<file path="src/rtl/tag_word_packer.sv">
`default_nettype none
// ============================================================================
// Module      : tag_word_packer
// Description : Gathers DATA_LENGTH-bit tag words from an upstream one-entry
//               FIFO into packets of up to WORDS lanes. A packet is launched
//               when the accumulator is full, on a flush request, or after
//               TIMEOUT idle cycles with a partial packet held. Lane 0 holds
//               the first word; unused lanes are zero.
// Ports       : clk          - rising-edge clock
//               rstn         - synchronous active-low reset
//               fifo_data_i  - head word of upstream FIFO (valid when !empty_i)
//               empty_i      - upstream FIFO empty flag
//               read_o       - pop strobe; the word is consumed at the edge
//               flush_i      - single-cycle request to emit a partial packet
//               out_data_o   - packed packet, first word in lane 0
//               out_nwords_o - number of valid lanes (1..WORDS)
//               out_valid_o  - packet valid
//               out_ready_i  - downstream accept
// Revision    : 1.0 - initial release
// ============================================================================
module tag_word_packer #(
    parameter int DATA_LENGTH = 32,
    parameter int WORDS       = 4,
    parameter int TIMEOUT     = 1024
) (
    input  logic                         clk,
    input  logic                         rstn,
    input  logic [DATA_LENGTH-1:0]       fifo_data_i,
    input  logic                         empty_i,
    output logic                         read_o,
    input  logic                         flush_i,
    output logic [DATA_LENGTH*WORDS-1:0] out_data_o,
    output logic [$clog2(WORDS):0]       out_nwords_o,
    output logic                         out_valid_o,
    input  logic                         out_ready_i
);

    localparam int              c_CW   = $clog2(WORDS) + 1;
    localparam int              c_IW   = $clog2(TIMEOUT + 1);
    localparam int              c_PW   = DATA_LENGTH * WORDS;
    localparam logic [c_CW-1:0] c_FULL = c_CW'(WORDS);
    localparam logic [c_IW-1:0] c_TMO  = c_IW'(TIMEOUT);

    logic [c_PW-1:0] r_acc;
    logic [c_CW-1:0] r_cnt;
    logic [c_IW-1:0] r_idle;
    logic            r_flush_pend;

    logic            w_slot_free;
    logic            w_launch;
    logic [c_PW-1:0] w_masked;

    assign read_o      = rstn & ~empty_i & (r_cnt < c_FULL);
    assign w_slot_free = ~out_valid_o | out_ready_i;
    assign w_launch    = w_slot_free & (r_cnt != '0) &
                         ((r_cnt == c_FULL) | flush_i | r_flush_pend | (r_idle == c_TMO));

    // Lanes at or above the fill count are forced to zero so a stale lane can
    // never leak into a short packet.
    always_comb begin
        w_masked = '0;
        for (int i = 0; i < WORDS; i++) begin
            if (c_CW'(i) < r_cnt) begin
                w_masked[i*DATA_LENGTH +: DATA_LENGTH] = r_acc[i*DATA_LENGTH +: DATA_LENGTH];
            end
        end
    end

    always_ff @(posedge clk) begin
        if (!rstn) begin
            r_acc        <= '0;
            r_cnt        <= '0;
            r_idle       <= '0;
            r_flush_pend <= 1'b0;
            out_data_o   <= '0;
            out_nwords_o <= '0;
            out_valid_o  <= 1'b0;
        end else begin
            if (w_launch) begin
                out_data_o   <= w_masked;
                out_nwords_o <= r_cnt;
                out_valid_o  <= 1'b1;
                // A word read at the launch edge starts the next packet.
                if (read_o) begin
                    r_acc <= c_PW'(fifo_data_i);
                    r_cnt <= c_CW'(1);
                end else begin
                    r_acc <= '0;
                    r_cnt <= '0;
                end
            end else begin
                if (out_valid_o && out_ready_i) begin
                    out_valid_o <= 1'b0;
                end
                if (read_o) begin
                    for (int i = 0; i < WORDS; i++) begin
                        if (r_cnt == c_CW'(i)) begin
                            r_acc[i*DATA_LENGTH +: DATA_LENGTH] <= fifo_data_i;
                        end
                    end
                    r_cnt <= r_cnt + 1'b1;
                end
            end

            if (read_o || (r_cnt == '0)) begin
                r_idle <= '0;
            end else if (r_idle != c_TMO) begin
                r_idle <= r_idle + 1'b1;
            end

            // A flush that cannot launch (output slot busy) is remembered.
            if (w_launch || (r_cnt == '0)) begin
                r_flush_pend <= 1'b0;
            end else if (flush_i) begin
                r_flush_pend <= 1'b1;
            end
        end
    end

endmodule
`default_nettype wire

</file>
<file path="config.mk">
export PLATFORM = sky130hd
export DESIGN_NAME = tag_word_packer
export DESIGN_NICKNAME = d
export VERILOG_FILES = /design/src/rtl/tag_word_packer.sv
export SDC_FILE = /design/constraint.sdc
export NUM_CORES = 1
export LEC_CHECK = 0
export CORE_MARGIN = 1
export CORE_UTILIZATION = 40
export CTS_CLUSTER_DIAMETER = 60
export DETAILED_ROUTE_END_ITERATION = 7
export SYNTH_ARGS = -nofsm -noshare
export SYNTH_HDL_FRONTEND = slang
export SYNTH_SLANG_ARGS = --single-unit
</file>
<file path="constraint.sdc">
create_clock -name clk -period 2.7 [get_ports clk]
set_input_delay 0.675 -clock clk [delete_from_list [all_inputs] [get_ports clk]]
set_output_delay 0.675 -clock clk [all_outputs]
set_load 0.005 [all_outputs]
</file>
After elaboration in Yosys (flattened, before gate mapping)
Index checks and enable logic that the tools add are counted.
- output and inout port bits: 133
- flip-flop bits (word level): 275
- logic and storage cells: 67
- input bits: 37
- reduce and logical (&&, ||, !) cells: 17
- bitwise logic cells: 11
- eq/ne operators: 6
- multiplexer cells: 16
- order comparisons: 5
- $add $sub $neg: 2
- operator list (cell ; number):
    32-bit 2-to-1 mux ; 9
    128-bit 2-to-1 mux ; 2
    2-bit nonzero test ; 6
    11-bit by 1-bit adder with 11-bit output (second input constant) ; 1
    11-bit == test (second input constant) ; 1
    11-bit inequality test (second input constant) ; 1
    2-bit AND reduction ; 4
    3-bit by 2-bit == test with 1-bit output (second input constant) ; 2
    1-bit by 3-bit less-than comparator with 1-bit output (first input constant) ; 2
    2-bit by 3-bit less-than comparator with 1-bit output (first input constant) ; 2
    3-bit 2-to-1 mux ; 2
    1-bit AND ; 4
    1-bit bitwise OR ; 4
    2-bit OR reduction ; 2
    3-bit by 1-bit adder with 3-bit output (second input constant) ; 1
    3-bit by 1-bit == test with 1-bit output (second input constant) ; 1
    3-bit == test (second input constant) ; 1
    3-bit zero test ; 1
    3-bit less-than comparator (second input constant) ; 1
    1-bit 2-to-1 mux ; 3
    1-bit inverter ; 3
    3-bit nonzero test ; 1
    1-bit logical OR ; 2
    1-bit logical AND ; 1

Longest topological paths before layout
- depth in word-level cells: 7
- gate-level depth with buffers: 9
- gate-level depth less buffers: 6

Least setup slack after synthesis
Ideal clock, no wire load.
- path type: input to output
- start point: in rstn
- end point: out read_o
- data arrival time: 1733 ps
- slack: 292 ps
- buffers on the path: 3
- cell stages on the path: 4
- required time: 2025 ps
- path through: buf_2 > nor3b_2 > clkbuf_1 > clkbuf_1
- cells in the longest elaborated chain, start to end: 2
- ends and longest elaborated chain (element ; line ; source):
    from (decl) ; 27 ; input logic rstn,
    1-bit AND (2 in a row) ; 53 ; assign read_o = rstn & ~empty_i & (r_cnt < c_FULL);
    to (decl) ; 30 ; output logic read_o,
No other way between the ends.

Final worst setup path
- start point: in empty_i
- end point: out read_o
- cells in the longest elaborated chain, start to end: 3
- ends and longest elaborated chain (element ; line ; source):
    from (decl) ; 29 ; input logic empty_i,
    1-bit inverter ; 53 ;
    1-bit AND (2 in a row) ; 53 ;
No other way between the ends.

==> out/qor.csv <==
metric,value,unit
utilization after layout,0.5437,
syn_area_per_cell,9.908,sq um
most common flop cell mapped by yosys,dfxtp_1,
Hold Slack,0.4512,ns
die area,24700,sq um
Synthesis Warnings,0,
initial core utilization,0.4091,
number of routed nets with antenna violations,0,
Compound-Gate Fraction of Synth Area,0.1951,
number of distinct library cells after synthesis,43,
Max Root-Sink Buffers,3,
post-synthesis simple-gate area fraction,0.1414,
crit share post-route,0.9600,
"CTS clk-pin slew, worst paths",0.06,ns
final worst slack,0.1081,ns
overflow left after global routing,0,
vias in the first global route,7050,
Diodes inserted,0,
grt met3 use,0.04047,
core footprint,23540,sq um
status,"complete, no violations",
DP HPWL,16620,um
site row count,56,
Reg area,5505,sq um
share of layout cells above drive strength 1,0.09700,
post-synthesis xor/xnor area fraction,0.006366,
Chip Width,157.2,um
Worst Path Required,2.03,ns
first drt pass iteration count,4,
register bit total from synthesis,275,
layout net count,1186,
Post-Synth Adder-Cell Area,0.006496,
kind of critical path,in -> out,
largest net degree at the start of global routing,50,
maximum clock rate,385.8,MHz
"critical path, cell by cell",clkdlybuf4s50_1 > nor3b_4 > clkdlybuf4s50_1,
antenna violations before repair,0,
fillers,2165,
syn_nets,1014,
final setup vio count,0,
worst r2r dst,out_data_o[63],
vias,7491,
Tmin final,2.592,ns
R2R Path Start,r_cnt[2],
CP peak stage delay,0.56,ns
hold path start,r_acc[53],
post-synthesis cell count,972,
Num CTS Buffers,29,
Die H,157.2,um
busiest grt layer,met2,
num ports,170,
clk sink count,275,
dpl ws,0.04765,ns
skew final,0.01489,ns
met1 Use GR,0.2843,
1st-iter DRT viols,380,
async set-reset flop share out of synthesis,0,
clk root buf,clkbuf_16,
total negative slack,0,ns
Post-CTS Setup Bufs,0,
hold buffers post-CTS,0,
final wirelength,25360,um
drt wl/cell,17.09,um
Min-Delay Endpoint,r_acc[53],
worst min path class,reg -> reg,
first-pass GRT wire length,39340,um
Hold Crit Depth,2,
"critical path fanouts, max",2,
mux contribution to synthesized area,0.03443,
"Arr. time, crit path",1.92,ns
slowest stage cell on the critical path,clkdlybuf4s50_1,
Final Hold Fails,0,
Slew Limit Headroom,0.6764,
"Gates resized, CTS repair",0,
pwr dens,676.1,nW/um^2
Worst Reg-to-Reg Cells,6,
VDD IR max,0.4104,mV
"Slew Viols, Final",0,
crit-path most repeated cell,clkdlybuf4s50_1,
sequential fraction of the synthesis area,0.5717,
Worst setup SP type,input pin,
reg2reg setup slack,0.52,ns
"EDFF count, synth",0,
Worst Setup End Kind,primary output,
depth of the CTS H-tree,1,
Via density,5.048,
worst skew pair latency,0.55,ns
area grow syn2layout,32.92,%
combinational family with the most area after synthesis,compound AO/OA/AOI/OAI gates,
Pleak,4.677,nW
Slew @ Worst Pin,0.4844,ns
Post-Syn Area,9630,sq um
max-capacitance violation count,0,
Multi-input gate area,3749,sq um
DRC violations left,0,
CTS tree,yes,
unrepaired setup endpoints after global routing,no,
Global Route Usage Sum,0.2046,
Placer Congestion,0.7872,
PortBufs,169,
Global Route met2 Usage,0.3251,
-- worst max-delay path: cells and delay by family --
| family | cells | cell delay (ns) |
|---|---|---|
| AND/OR/NAND/NOR | 1 | 0.23 |
| buffers and inverters | 2 | 1.01 |
-- sequential cells by signal (all words and copies together), names as in the netlist --
register,count
out_nwords_o,3
out_valid_o,1
r_acc,128
r_idle,11
r_cnt,3
r_flush_pend,1
out_data_o,128
-- synthesized netlist by cell type, types with 2 or more instances --
library cell | number | share of area
o21ai_0 | 4 | 0.0021
nand3_1 | 8 | 0.0042
nor3_1 | 5 | 0.0026
a21oi_1 | 106 | 0.055
dfxtp_1 | 275 | 0.57
or3_1 | 2 | 0.0013
clkbuf_1 | 39 | 0.015
xor2_1 | 3 | 0.0027
nor2b_1 | 5 | 0.0032
nand2_1 | 263 | 0.10
and3_1 | 3 | 0.0019
buf_2 | 19 | 0.0099
inv_1 | 5 | 0.0019
a2111oi_4 | 4 | 0.011
buf_6 | 14 | 0.016
mux2i_1 | 32 | 0.033
ha_1 | 5 | 0.0065
nor2_1 | 14 | 0.0055
a22o_1 | 128 | 0.12
nand2b_1 | 6 | 0.0039
xnor2_1 | 4 | 0.0036
o211ai_1 | 6 | 0.0047
nor3_2 | 2 | 0.0021
-- per-stage QoR --
stage               total power, W  cell area [sq um]  cells
finish                    0.008655              12800   1484
floorplan                 0.004530               9630    972
CTS                       0.008748              12800   1484
global placement          0.004809              11840   1432
detailed placement        0.004814              11840   1432
global route              0.008952              12800   1484
-- worst max-delay path by stage --
stage / from / end / slack, ns
floorplan: rstn / read_o / 0.29
global placement: flush_i / out_data_o[111] / 0.05
detailed placement: flush_i / out_data_o[3] / 0.05
CTS: empty_i / read_o / 0.07
global route: empty_i / read_o / 0.04
finish: empty_i / read_o / 0.11
-- routing by layer --
metal | part of all wire | routed length [um] | vias up
li1 | - | - | 3705
met1 | 0.48 | 12080 | 3577
met2 | 0.45 | 11360 | 175
met3 | 0.057 | 1438 | 34
met4 | 0.019 | 483 | 0
met5 | 0 | 0 | -
-- area by class of cell --
cell class,instances,area share
timing repair buffer,214,0.1689
tap,319,0.03118
multi-input combinational,618,0.2928
sequential,275,0.4301
clock inverter,6,0.005767
inverter,6,0.001759
clock buffer,46,0.06949
-- power by group --
| group | internal (W) | leakage (nW) | total (W) | switching (W) |
|---|---|---|---|---|
| Combinational | 0.000226 | 1.98 | 0.000582 | 0.000356 |
| Sequential | 0.00411 | 2.22 | 0.00414 | 0.0000279 |
| Clock | 0.00235 | 0.478 | 0.00393 | 0.00158 |
-- cell families after synthesis --
family / Yosys count
multiplexers: 33
XOR/XNOR: 7
AND/OR/NAND/NOR: 320
flip-flops: 275
adder cells (fa/ha/maj): 5
buffers and inverters: 79
AO/OA/AOI/OAI: 253
-- placed cells by master (no fill, tap or decap), types with 2 or more instances in the layout --
master           count
nor2_1              14
nor3_1               5
nand3_2              2
clkbuf_16           29
nor3_2               2
a21oi_1            106
clkinv_2             3
buf_4               34
o21ai_0              4
inv_1                5
ha_1                 5
nor2b_1              5
o211ai_1             6
xnor2_1              4
mux2i_1             32
clkbuf_8            10
nand3_1              6
or3_1                2
a2111oi_4            4
a22o_1             128
nand2_1            263
clkbuf_1             7
clkdlybuf4s50_1    168
xor2_1               3
and3_2               2
buf_12              11
nand2b_1             6
dfxtp_1            275
Note: power is estimated with default switching activity, not from simulation.
